`src/rtl/wallace_pkg.sv`:
```
// Shared widths and the row type passed between Wallace reduction levels.
package wallace_pkg;
   localparam int OP_W    = 16;
   localparam int PROD_W  = 32;
   localparam int LATENCY = 4;

   typedef logic [PROD_W-1:0] row_t;
endpackage

```
`src/rtl/wallace_csa.sv`:
```
// Row-wide 3:2 carry-save compressor; carry row is pre-shifted to its weight.
module wallace_csa
   import wallace_pkg::*;
(
   input  row_t i_x,
   input  row_t i_y,
   input  row_t i_z,
   output row_t o_sum,
   output row_t o_carry
);

   // Carry out of bit 31 is dropped; the final product always fits in 32 bits.
   assign o_sum   = i_x ^ i_y ^ i_z;
   assign o_carry = ((i_x & i_y) | (i_x & i_z) | (i_y & i_z)) << 1;

endmodule

```
`src/rtl/wallace_pipe.sv`:
```
// Four-stage pipelined 16x16 unsigned Wallace-tree multiplier.
// Stages: operand regs, 16->6 rows, 6->2 rows, carry-propagate add.
module wallace_pipe
   import wallace_pkg::*;
(
   input  logic [OP_W-1:0]   a,
   input  logic [OP_W-1:0]   b,
   output logic [PROD_W-1:0] out,
   input  logic              clk,
   input  logic              rst
);

   logic [OP_W-1:0] r_a;
   logic [OP_W-1:0] r_b;
   row_t            r_s2 [0:5];
   row_t            r_s3 [0:1];

   row_t w_pp [0:15];
   row_t w_l1 [0:10];
   row_t w_l2 [0:7];
   row_t w_l3 [0:5];
   row_t w_l4 [0:3];
   row_t w_l5 [0:2];
   row_t w_l6 [0:1];

   genvar gi;

   // Partial-product rows, each already shifted to weight 2^gi.
   generate
      for (gi = 0; gi < OP_W; gi++) begin : g_pp
         assign w_pp[gi] = {16'b0, r_a & {OP_W{r_b[gi]}}} << gi;
      end

      for (gi = 0; gi < 5; gi++) begin : g_l1
         wallace_csa u_csa (
            .i_x(w_pp[3*gi]), .i_y(w_pp[3*gi+1]), .i_z(w_pp[3*gi+2]),
            .o_sum(w_l1[2*gi]), .o_carry(w_l1[2*gi+1])
         );
      end

      for (gi = 0; gi < 3; gi++) begin : g_l2
         wallace_csa u_csa (
            .i_x(w_l1[3*gi]), .i_y(w_l1[3*gi+1]), .i_z(w_l1[3*gi+2]),
            .o_sum(w_l2[2*gi]), .o_carry(w_l2[2*gi+1])
         );
      end

      for (gi = 0; gi < 2; gi++) begin : g_l3
         wallace_csa u_csa (
            .i_x(w_l2[3*gi]), .i_y(w_l2[3*gi+1]), .i_z(w_l2[3*gi+2]),
            .o_sum(w_l3[2*gi]), .o_carry(w_l3[2*gi+1])
         );
      end

      for (gi = 0; gi < 2; gi++) begin : g_l4
         wallace_csa u_csa (
            .i_x(r_s2[3*gi]), .i_y(r_s2[3*gi+1]), .i_z(r_s2[3*gi+2]),
            .o_sum(w_l4[2*gi]), .o_carry(w_l4[2*gi+1])
         );
      end
   endgenerate

   // Rows left over at each level bypass straight to the next one.
   assign w_l1[10] = w_pp[15];
   assign w_l2[6]  = w_l1[9];
   assign w_l2[7]  = w_l1[10];
   assign w_l3[4]  = w_l2[6];
   assign w_l3[5]  = w_l2[7];
   assign w_l5[2]  = w_l4[3];

   wallace_csa u_csa_l5 (
      .i_x(w_l4[0]), .i_y(w_l4[1]), .i_z(w_l4[2]),
      .o_sum(w_l5[0]), .o_carry(w_l5[1])
   );

   wallace_csa u_csa_l6 (
      .i_x(w_l5[0]), .i_y(w_l5[1]), .i_z(w_l5[2]),
      .o_sum(w_l6[0]), .o_carry(w_l6[1])
   );

   always_ff @(posedge clk) begin
      if (rst) begin
         r_a <= '0;
         r_b <= '0;
         for (int k = 0; k < 6; k++) r_s2[k] <= '0;
         for (int k = 0; k < 2; k++) r_s3[k] <= '0;
         out <= '0;
      end else begin
         r_a <= a;
         r_b <= b;
         for (int k = 0; k < 6; k++) r_s2[k] <= w_l3[k];
         for (int k = 0; k < 2; k++) r_s3[k] <= w_l6[k];
         out <= r_s3[0] + r_s3[1];
      end
   end

endmodule

```
`config.mk`:
```
export PLATFORM = sky130hd
export DESIGN_NAME = wallace_pipe
export DESIGN_NICKNAME = d
export VERILOG_FILES = /design/src/rtl/wallace_pkg.sv /design/src/rtl/wallace_csa.sv /design/src/rtl/wallace_pipe.sv
export SDC_FILE = /design/constraint.sdc
export NUM_CORES = 1
export LEC_CHECK = 0
export ABC_AREA = 1
export CORE_ASPECT_RATIO = 0.75
export CORE_UTILIZATION = 49
export CTS_CLUSTER_SIZE = 24
export DETAILED_ROUTE_END_ITERATION = 10
export HOLD_SLACK_MARGIN = 0.06
export MAX_ROUTING_LAYER = met4
export PLACE_DENSITY = 0.67
export SYNTH_ARGS = -nofsm -noshare
export SYNTH_HDL_FRONTEND = slang
export SYNTH_SLANG_ARGS = --single-unit
```
`constraint.sdc`:
```
create_clock -name clk -period 5.52 [get_ports clk]
set_input_delay 0.828 -clock clk [delete_from_list [all_inputs] [get_ports clk]]
set_output_delay 0.828 -clock clk [all_outputs]
set_load 0.01 [all_outputs]
```
After elaboration in Yosys (flattened, before gate mapping)
Memories as Yosys holds them, arrays and structs flattened.
Index checks and enable logic that the tools add are counted.

storage, ports and cells
  word-level logic and storage cells = 139
  register bits = 64
  input port bits = 34
  output and inout bits = 32
  memory bits (writable) = 256
  memories kept = 2

memory list
  name  words  width  read ports  clocked after Yosys merged registers in  wr ports  line                text
  r_s2  6      32     6           0                                        6         wallace_pipe.sv:15  row_t r_s2 [0:5];
  r_s3  2      32     2           0                                        2         wallace_pipe.sv:16  row_t r_s3 [0:1];

cells by class
  multiplexer cells = 11
  $add $sub $neg = 1
  bitwise operators = 122

operators by type and width
  kind                   number
  AND 31 bit             27
  OR 31 bit              24
  XOR 32 bit             13
  AND 16 bit             16
  two-way mux 32 bit     8
  adder 32 bit           1
  XOR 18 x 32 -> 32 bit  1
  XOR 27 x 32 -> 32 bit  1
  XOR 32 x 21 -> 32 bit  1
  XOR 32 x 24 -> 32 bit  1
  XOR 32 x 30 -> 32 bit  1
  OR 31 x 18 -> 31 bit   1
  OR 31 x 21 -> 31 bit   1
  OR 31 x 24 -> 31 bit   1
  OR 31 x 27 -> 31 bit   1
  AND 28 x 30 -> 30 bit  1
  AND 29 x 30 -> 30 bit  1
  XOR 29 x 30 -> 30 bit  1
  AND 28 x 29 -> 29 bit  1
  XOR 28 x 29 -> 29 bit  1
  AND 25 x 27 -> 27 bit  1
  AND 26 x 27 -> 27 bit  1
  XOR 26 x 27 -> 27 bit  1
  AND 25 x 26 -> 26 bit  1
  other kinds (18)       27

Logic depth before layout (Yosys ltp)
Gate-level depths: netlist (run 1).

  depth after elaboration = 11
  mapped depth = 12
  mapped depth without buffers = 12

Modules after synthesis
Synthesis (run 1) repeated with hierarchy kept, for this count alone.

unflattened totals
  cell total of the unflattened synthesis = 2548
  area, all modules = 22211.3 um2

by module, submodules not included
  module        cells each  area an instance (um2)  times used  sequential area each (um2)
  wallace_pipe  1960        12874.8                 1           6085.8
  wallace_csa   42          666.9                   14          0.0

Least setup slack after synthesis (run 1)
OpenSTA, ideal clock, no wires.

  path type = register to register
  start = register r_a[1]
  end = memory r_s2[0][9] (netlist bit)
  arrival time = 2.566 ns
  library setup time = 0.065 ns
  data required time = 5.455 ns
  slack = 2.889 ns
  stages on the path, launching flop included = 10
  path buffers = 2
  clock period less this slack = 2.631 ns
  cells stage by stage = dfxtp_1 clkbuf_1 clkbuf_1 nand2_1 fa_1 inv_1 fa_1 fa_1 inv_1 nor2_1

RTL lines
  element                 line                text
  start, declared         wallace_pipe.sv:13  logic [OP_W-1:0] r_a;
  start signal, assigned  wallace_pipe.sv:83  r_a <= '0;
  start signal, assigned  wallace_pipe.sv:89  r_a <= a;
  end, declared           wallace_pipe.sv:15

==> metrics.md, run 1 <==
| Metric | Value |
|---|---|
| Seq pwr share | `47.0%` |
| Clk pwr share | `39.0%` |
| Antenna-violating nets left | `0` |
| Combinational power share | `13.9%` |
| Distinct cells, synth | `25` |
| PortBufs | `65` |
| Initial detailed-routing violation count | `668` |
| Most used cell along the critical path | `fa_1` |
| Critical Path Source Type | `flop` |
| Global-route wire length before repair | `54,630 um` |
| Rel. slew slack | `41.82%` |
| Unrepaired setup endpoints after global routing | `false` |
| Switching share of power | `27.44%` |
| Worst Path Required | `5980 ps` |
| R2R setup slack | `2610 ps` |
| Status | `finished, final reports clean` |
| Vias per cell | `4.563` |
| Starting density of the core | `50.10%` |
| Net Switching | `1.115 mW` |
| RR Endpoint | `r_s2[0][11]` |
| Vias in the first global route | `10,742` |
| Max Cap Viol | `0` |
| CTS tree | `yes` |
| Reg2reg start | `r_a[3]` |
| Pre-CTS setup slack | `2659 ps` |
| Post-Syn Instances | `1,924` |
| Final setup viols | `0` |
| Hold slack | `403.1 ps` |
| Detailed-route DRC error count | `0` |
| CP Launch Point | `r_a[3]` |
| Post-synth top area share | `31.08%` |
| CTS Sinks | `236` |
| Total Routing Usage GR | `22.48%` |
| Placer congestion estimate | `0.9286` |
| Part of the cycle the worst path needs | `52.71%` |
| Reg area | `4725 um2` |
| Largest net degree at the start of global routing | `92` |
| CP max stage cell | `dfxtp_1` |
| Drt first pass iters | `5` |
| Worst-Margin Slew | `871.4 ps` |
| Clk_lat worst skew | `540 ps` |
| Hold Crit Class | `reg2reg` |
| CTS H-tree depth | `1` |
| CP Capture Type | `flop` |
| Root buffer cell | `clkbuf_16` |
| Leakage | `9.167 nW` |
| Final hold viol count | `0` |
| Critical Path Sink | `r_s2[0][11]` |
| Design area | `16,760 um2` |
| Total nets after synthesis | `2,236` |
| Die W | `205.4 um` |
| Setup bufs post-CTS | `0` |
| Clock skew | `11.34 ps` |
| Clk buf depth | `3` |
| Std cell rows | `55` |
| Layout cells sized above 1 | `3.093%` |
| Resize count post-CTS | `0` |
| GRT Residual Overflow | `0` |
| Post-Syn Area | `15,200 um2` |
| Vert. Die Dim | `154.5 um` |
| Setup CP Type | `reg2reg` |
| Fillers | `2,825` |
| PD cells | `242.4 nW/um2` |
| Synth Warn # | `0` |
| Peak VDD IR | `0.0001887 V` |
| Buf/Inv on CP | `2` |
| Cells on worst reg2reg path | `7` |
| I/O Pins | `66` |
| Core Box Area | `30,350 um2` |
| Crit path DAT | `3370 ps` |
| Area leader, netlist | `dfxtp_1` |
| Post-DP HPWL | `24,390 um` |
| CTS Buf Count | `25` |
| Diode count | `0` |
| CTS Hold Bufs | `0` |
| Die Area | `31,740 um2` |
| Routed wire length | `32,360 um` |
| Family with the most delay on the worst path | `adder cells` |
| Final TNS setup | `0 ps` |
| Power Internal | `2.948 mW` |
| Placement Cell Area | `16,010 um2` |
| Multi-input gate area in the final layout | `8043 um2` |
| Via count | `10,672` |
| Drt wl/cell | `13.84 um` |
| Post-layout min period | `2910 ps` |
| Layout Utilization | `55.23%` |
| Sequential share of the synthesized area | `31.08%` |
| P&R area growth vs syn | `10.24%` |
| Area contributors post-synth | `dfxtp_1 31%, fa_1 26%, inv_1 14%` |
| Worst-path clk slew | `60 ps` |
| Fmax | `343.7 MHz` |
| Crit-path max FO | `16` |
| Syn avg cell area | `7.902 um2` |
| Setup WS post-layout | `2610 ps` |
| Initial antenna violation count | `0` |
| WP depth | `7` |
| Final Max Slew Viols | `0` |
| Yosys reg bits | `236` |
| Nets | `2,240` |
| Worst path max stage delay | `810 ps` |
| Crit-path cells | `nand2_1 -> fa_1 -> fa_1 -> inv_1 -> fa_1 -> inv_1 -> nor2_1` |
## power groups by stage
stage	clock (mW)	sequential, mW	combinational [mW]
after floorplan	0	1.87	0.442
after global placement	0	1.94	0.552
after detailed placement	0	1.94	0.569
after CTS	1.63	1.91	0.572
after global routing	1.70	1.92	0.671
final	1.59	1.91	0.566
## worst reg2reg max path, cell delays in order, from the launching register on
cell,delay [ps]
dfxtp_1,810
nand2_1,180
fa_1,550
fa_1,510
inv_1,50
fa_1,560
inv_1,50
nor2_1,120
## kinds of logic after synthesis
| logic type | count (synthesis) | synth area share (%) |
|---|---|---|
| simple gates | 735 | 19.04 |
| buf+inv | 644 | 16.02 |
| fa+ha+maj | 278 | 32.80 |
| flops | 236 | 31.08 |
| compound gates | 31 | 1.062 |
## per-layer routing
layer	up-vias	track usage, %	wire length [um]
met5	-	-	0
met1	4973	32.07	15790
met2	346	32.83	13460
li1	5318	-	-
met3	35	5.310	2676
met4	0	3.880	435
## area by class of cell
class,count,share of cell area (%)
clock buffers,34,4.113
clock inverters,5,0.3434
repair buffers,67,3.979
well taps,399,2.979
multi-input cells,1044,47.99
inverters,554,12.41
flip-flops and latches,236,28.19
## worst min-delay path by stage
stage | from | to | slack [ps] | depth (start not counted)
after CTS | r_s2[0][3] | r_s3[0][3] | 400 | 2
final | r_s2[0][3] | r_s3[0][3] | 400 | 2
after detailed placement | r_s2[0][2] | r_s3[0][2] | 390 | 2
after global placement | r_s3[0][2] | out[2] | 390 | 2
after global routing | r_s3[0][6] | out[6] | 420 | 2
after floorplan | r_s3[0][0] | out[0] | 390 | 2
## synthesized netlist by cell type (all sizes together)
library cell  instances
nand3b                2
and2                  1
ha                   77
o21a                  1
nor3                  2
o21ai                 6
nand4                 6
nand2               433
fa                  201
nor2                267
inv                 554
nand3                22
or2                   2
a21oi                24
dfxtp               236
buf                  19
clkbuf               71
## cells in the final DEF (no fill, tap or decap), types with 2 or more instances in the layout
master,synthesis,layout
buf_4,1,2
nand3_1,19,19
inv_1,554,554
clkbuf_8,0,3
nor2_1,260,260
nand3_2,3,3
clkinv_2,0,2
nor3_1,2,2
nand3b_1,2,2
fa_1,201,201
nand4_1,6,6
nand2_1,421,421
a21oi_1,23,23
clkbuf_16,0,25
dfxtp_1,236,236
clkdlybuf4s50_1,0,64
ha_1,77,77
nor2_2,5,5
o21ai_0,6,6
clkbuf_1,71,6
nor2_4,2,2
nand2_2,12,12
## registers in the layout, indices dropped and copies added (netlist names)
signal and flops:
out 32, r_b 16, r_s2 116, r_s3 56, r_a 16
## metrics by stage
stage / power [mW] / std cells
2_1_floorplan: 2.312 / 1924
3_3_place_gp: 2.493 / 2300
3_5_place_dp: 2.512 / 2300
4_1_cts: 4.111 / 2339
5_1_grt: 4.295 / 2339
6_report: 4.063 / 2339
No activity file was read; power rests on OpenSTA's default activity.
==> run 2: changes to the inputs <==
Settings changed: PLACE_DENSITY 0.67 to 0.69.
Clock period 5.52 ns to 2.6 ns, I/O delays scaled along.
==> run 2 against run 1 <==
Against the previous run: global-route usage rose by 0.55 points; highest routed layer unchanged; core utilization rose by 2.7 points; register-to-register slack got worse by 2500 ps.
==> metrics.md, run 2 (synthesized netlist as in run 1, its figures left out) <==
| Metric | Value |
|---|---|
| Most frequent cells in the layout | `545 x inv_1, 420 x nand2_1, 259 x nor2_1, 218 x dfxtp_1, 200 x fa_1` |
| PortBufs | `65 (unchanged)` |
| R2R setup slack | `60 ps (-2550 ps)` |
| WHS Path Cells | `3 (+1)` |
| Cells on worst reg2reg path | `7 (unchanged)` |
| Family with the most delay on the worst path | `adder cells` |
| Vias in the first global route | `11,062 (+3.0%)` |
| Clk buf depth | `3 (unchanged)` |
| Crit-path max FO | `14 (-2)` |
| Most flop-heavy register | `r_s2` |
| CP max stage cell | `fa_1` |
| Max Cap Viol | `0 (unchanged)` |
| WP depth | `7 (unchanged)` |
| CTS H-tree depth | `1 (unchanged)` |
| Reg2reg start | `r_b[5]` |
| Nets | `2,297 (+2.5%)` |
| Via count | `10,819 (+1.4%)` |
| Initial detailed-routing violation count | `688 (+3.0%)` |
| Crit-path cells | `nand2_1 -> fa_1 -> fa_1 -> inv_1 -> fa_1 -> inv_1 -> nor2_1` |
| GRT Residual Overflow | `0 (unchanged)` |
| Root buffer cell | `clkbuf_16` |
| Setup CP Type | `reg2reg` |
| Design area | `17,590 um2 (+5.0%)` |
| CTS Buf Count | `26 (+4.0%)` |
| Std cell rows | `55 (unchanged)` |
| Worst path max stage delay | `550 ps (-260 ps)` |
| CTS Sinks | `236 (unchanged)` |
| PD cells | `520.6 nW/um2 (+110%)` |
| Most used cell along the critical path | `fa_1` |
| Worst-Margin Slew | `994.4 ps (+123.0 ps)` |
| Starting density of the core | `50.10% (unchanged)` |
| Critical Path Source Type | `flop` |
| Hold wc startpoint | `a[14]` |
| Post-DP HPWL | `24,760 um (+1.5%)` |
| Drt wl/cell | `13.63 um (-1.5%)` |
| Vias per cell | `4.500 (-1.4%)` |
| Buf/Inv on CP | `2 (unchanged)` |
| Peak VDD IR | `0.0004428 V (+130%)` |
| CP Launch Point | `r_b[5]` |
| Placer congestion estimate | `0.8859 (-4.6%)` |
| Clock skew | `22.83 ps (+11.49 ps)` |
| Largest regs | `r_s2 x116, r_s3 x56, out x32` |
| Final hold viol count | `0 (unchanged)` |
| Routed wire length | `32,760 um (+1.2%)` |
| Hold Crit Class | `in2reg` |
| Clk_lat worst skew | `560 ps (+20 ps)` |
| Die Area | `31,740 um2 (unchanged)` |
| Detailed-route DRC error count | `0 (unchanged)` |
| CTS tree | `yes` |
| CP Capture Type | `flop` |
| Leakage | `9.594 nW (+4.7%)` |
| Unrepaired setup endpoints after global routing | `true` |
| Final setup viols | `0 (unchanged)` |
| Worst Path Required | `2990 ps (-2990 ps)` |
| Worst-path clk slew | `60 ps (about the same)` |
| P&R area growth vs syn | `15.73%` |
| Crit path DAT | `2930 ps (-440 ps)` |
| Commonest non-fill, non-tap cell in the layout | `inv_1` |
| Antenna-violating nets left | `0 (unchanged)` |
| Part of the cycle the worst path needs | `97.62% (+45 points)` |
| Diode count | `0 (unchanged)` |
| Status | `finished, final reports clean` |
| Placement Cell Area | `16,530 um2 (+3.3%)` |
| Total Routing Usage GR | `23.03% (+0.55 points)` |
| Largest net degree at the start of global routing | `215 (+130%)` |
| Rel. slew slack | `33.71% (-8.1 points)` |
| I/O Pins | `66 (unchanged)` |
| Die W | `205.4 um (unchanged)` |
| Fillers | `2,698 (-4.5%)` |
| Initial antenna violation count | `0 (unchanged)` |
| Global-route wire length before repair | `56,030 um (+2.6%)` |
| Layout Utilization | `57.98% (+2.7 points)` |
| Core Box Area | `30,350 um2 (unchanged)` |
| Final Max Slew Viols | `0 (unchanged)` |
| Fmax | `394.0 MHz (+15%)` |
| Post-layout min period | `2538 ps (-371.8 ps)` |
| Layout cells sized above 1 | `7.880% (+4.8 points)` |
| Largest register FFs | `116 (unchanged)` |
| Vert. Die Dim | `154.5 um (unchanged)` |
| Drt first pass iters | `5 (unchanged)` |
[run 2: layer usage]
| layer | track usage, % | vias up | wire length (um) |
|---|---|---|---|
| li1 | - | 5430 | - |
| met1 | 33.82 | 5052 | 16230 |
| met2 | 33.48 | 288 | 13900 |
| met3 | 4.003 | 49 | 2081 |
| met4 | 4.374 | 0 | 548 |
| met5 | - | - | 0 |
[run 2: repair_timing]
item / CTS / global route
resized for setup: 9 / 43
endpoints found under the setup margin: 27 / 39
pin swaps: 0 / 16
setup buffers: 0 / 10
hold buffers: 0 / 0
[run 2: path summary, 6_finish.rpt]
path | to
hold / removal | r_a[14]
setup / recovery | r_s2[0][5]
hold reg to reg | r_s3[0][2]
setup reg to reg | r_s2[0][5]
[run 2: worst reg2reg max path, stage by stage, from the launching register on]
cell     delay, ps
dfxtp_2        520
nand2_1        140
fa_1           540
fa_1           550
inv_1           60
fa_1           460
inv_1           70
nor2_1          40
[run 2: where the power goes]
group | total, mW | switching (mW) | internal, mW
registers | 3.96 | 0.145 | 3.81
clock network | 3.79 | 1.53 | 2.26
logic | 1.41 | 0.807 | 0.599
[run 2: layout make-up]
| type | count | area, um2 | share of cell area (%) |
|---|---|---|---|
| Inverter | 554 | 2079 | 11.82 |
| Tap cell | 399 | 499.2 | 2.837 |
| Timing Repair Buffer | 123 | 1301 | 7.396 |
| Multi-Input combinational cell | 1044 | 8050 | 45.75 |
| Clock inverter | 12 | 120.1 | 0.6827 |
| Sequential cell | 236 | 4775 | 27.14 |
| Clock buffer | 36 | 769.5 | 4.373 |
[run 2: through the flow]
stage / total power, mW / setup TNS (ps) / hold slack, ps / setup WS (ps) / std cells
6_report: 9.159 / 0 / 335.7 / 61.96 / 2404
4_1_cts: 9.232 / 0 / 328.0 / 3.177 / 2394
3_3_place_gp: 5.375 / -418.9 / 390.7 / -88.75 / 2346
5_1_grt: 9.674 / -5.551 / 335.9 / -3.773 / 2404
3_5_place_dp: 5.423 / -1125 / 393.7 / -151.1 / 2346
2_1_floorplan: 4.910 / 0 / 388.3 / 5.237 / 1924
==> run 3: changes to the inputs <==
Settings changed: CTS_BUF_LIST set to sky130_fd_sc_hd__clkbuf_4 sky130_fd_sc_hd__clkbuf_8 sky130_fd_sc_hd__clkbuf_16.
==> run 3 against run 2 <==
Against the previous run: clock power up 1%; fmax up 0.48%; combinational power about the same; largest power group unchanged.
==> metrics.md, run 3 (synthesized netlist as in run 1, its figures left out) <==
| Metric | Value |
|---|---|
| Most flop-heavy register | `r_s2` |
| Max Cap Viol | `0 (unchanged)` |
| Layout Utilization | `58.01% (about the same)` |
| Std cell rows | `55 (unchanged)` |
| Worst-Margin Slew | `1052 ps (+57.96 ps)` |
| Rel. slew slack | `29.84% (-3.9 points)` |
| Unrepaired setup endpoints after global routing | `true` |
| R2R setup slack | `70 ps (about the same)` |
| Clk_lat worst skew | `560 ps (about the same)` |
| Final Max Slew Viols | `0 (unchanged)` |
| Combinational power share | `15.3% (about the same)` |
| Drt wl/cell | `13.69 um (+0.46%)` |
| Leakage | `9.604 nW (+0.11%)` |
| Final setup viols | `0 (unchanged)` |
| Commonest non-fill, non-tap cell in the layout | `inv_1` |
| Reg area | `4775 um2 (unchanged)` |
| Part of the cycle the worst path needs | `97.15% (-0.47 points)` |
| Crit-path cells | `buf_2 -> nand2_1 -> fa_1 -> fa_1 -> inv_1 -> fa_1 -> inv_1 -> nor2_1` |
| Largest regs | `r_s2 x116, r_s3 x56, out x32` |
| Most used cell along the critical path | `fa_1` |
| Global-route wire length before repair | `56,080 um (about the same)` |
| Power Internal | `6.710 mW (+0.47%)` |
| CP Capture Type | `flop` |
| Fmax | `395.9 MHz (+0.48%)` |
| Initial antenna violation count | `0 (unchanged)` |
| Buf/Inv on CP | `3 (+1)` |
| Status | `finished, final reports clean` |
| Hold Crit Class | `in2reg` |
| Starting density of the core | `50.10% (unchanged)` |
| Crit-path max FO | `6 (-8)` |
| CTS H-tree depth | `1 (unchanged)` |
| Tot Pwr | `9.196 mW (+0.41%)` |
| Pre-CTS setup slack | `-151.1 ps (unchanged)` |
| Peak VDD IR | `0.0004430 V (about the same)` |
| Largest net degree at the start of global routing | `215 (unchanged)` |
| Clock skew | `20.68 ps (-2.152 ps)` |
| Drt first pass iters | `5 (unchanged)` |
| Net Switching | `2.486 mW (+0.23%)` |
| Total Routing Usage GR | `23.05% (about the same)` |
| Multi-input gate area in the final layout | `8050 um2 (unchanged)` |
| PD cells | `522.4 nW/um2 (+0.34%)` |
| I/O Pins | `66 (unchanged)` |
| CTS Buf Count | `26 (unchanged)` |
| Via count | `10,825 (+0.055%)` |
| Final hold viol count | `0 (unchanged)` |
| Worst path max stage delay | `550 ps (about the same)` |
| Initial detailed-routing violation count | `651 (-5.4%)` |
| Vias in the first global route | `11,076 (+0.13%)` |
| Crit path DAT | `3010 ps (+80 ps)` |
| Detailed-route DRC error count | `0 (unchanged)` |
| Critical Path Source Type | `flop` |
| Worst-path clk slew | `70 ps (about the same)` |
| Worst Path Required | `3080 ps (+90 ps)` |
| Final TNS setup | `0 ps (unchanged)` |
| Root buffer cell | `clkbuf_16` |
| PortBufs | `65 (unchanged)` |
| Post-layout min period | `2526 ps (-12.24 ps)` |
| Fillers | `2,697 (-0.037%)` |
| CTS tree | `yes` |
| Setup WS post-layout | `74.20 ps (+12.24 ps)` |
| Diode count | `0 (unchanged)` |
| Switching share of power | `27.03% (-0.047 points)` |
| Nets | `2,297 (unchanged)` |
| Routed wire length | `32,910 um (+0.46%)` |
| Most frequent cells in the layout | `545 x inv_1, 420 x nand2_1, 259 x nor2_1, 218 x dfxtp_1, 200 x fa_1` |
| Clk buf depth | `3 (unchanged)` |
| Die Area | `31,740 um2 (unchanged)` |
| Clk pwr share | `41.6% (+0.2 points)` |
| Seq pwr share | `43.1% (about the same)` |
| Largest register FFs | `116 (unchanged)` |
| Vert. Die Dim | `154.5 um (unchanged)` |
| Die W | `205.4 um (unchanged)` |
| Vias per cell | `4.503 (about the same)` |
| GRT Residual Overflow | `0 (unchanged)` |
| CTS Sinks | `236 (unchanged)` |
| CP max stage cell | `fa_1` |
| Family with the most delay on the worst path | `adder cells` |
| Setup CP Type | `reg2reg` |
| Post-DP HPWL | `24,760 um (unchanged)` |
| P&R area growth vs syn | `15.80% (about the same)` |
| Core Box Area | `30,350 um2 (unchanged)` |
| Layout cells sized above 1 | `8.030% (+0.15 points)` |
| Hold slack | `336.3 ps (+0.5890 ps)` |
| Placer congestion estimate | `0.8859 (unchanged)` |
| Antenna-violating nets left | `0 (unchanged)` |
==> run 3: worst reg2reg max path, cell delays in order, from the launching register on <==
cell and delay, ps:
dfxtp_4 400, buf_2 210, nand2_1 100, fa_1 500, fa_1 550, inv_1 60
fa_1 530, inv_1 40, nor2_1 80
==> run 3: repair_timing <==
item / CTS / global route
hold buffers: 0 / 0
cloned: 0 / 0
gates resized for setup: 9 / 43
buffers inserted: 0 / 10
pin swaps: 0 / 16
endpoints found under the setup margin: 27 / 39
==> run 3: worst paths after layout <==
kind / start / end / cells after the start
worst min-delay path: a[14] / r_a[14] / 3
worst max-delay path: r_b[8] / r_s2[0][14] / 8
worst min register to register: r_s2[0][2] / r_s3[0][2] / 2
worst max register to register: r_b[8] / r_s2[0][14] / 8
==> run 3: per-layer routing <==
layer  routed length (um)  global-route usage [%]  up-vias
met4                  536                   4.374        0
met5                    0                       -        -
met1                16400                   33.95     5065
li1                     -                       -     5430
met2                13890                   33.53      283
met3                 2084                   3.835       47
==> run 3: power by group through the flow <==
stage               clock, mW  combinational (mW)  sequential [mW]
floorplan                   0               0.941             3.97
global placement            0                1.34             4.04
detailed placement          0                1.38             4.04
CTS                      3.90                1.39             3.97
global route             4.08                1.64             3.98
finish                   3.83                1.41             3.96
==> run 3: area by class of cell <==
| class | count | share of cell area [%] |
|---|---|---|
| clock inverter | 12 | 0.6823 |
| timing repair buffer | 123 | 7.391 |
| tap | 399 | 2.836 |
| multi-input combinational | 1044 | 45.73 |
| sequential | 236 | 27.12 |
| clock buffer | 36 | 4.435 |
| inverter | 554 | 11.81 |
==> run 3: metrics by stage <==
| step | instance area, um2 | std cells |
|---|---|---|
| 6_report | 17610 | 2404 |
| 5_1_grt | 17610 | 2404 |
| 4_1_cts | 17450 | 2394 |
| 3_5_place_dp | 16530 | 2346 |
| 3_3_place_gp | 16530 | 2346 |
| 2_1_floorplan | 15220 | 1924 |
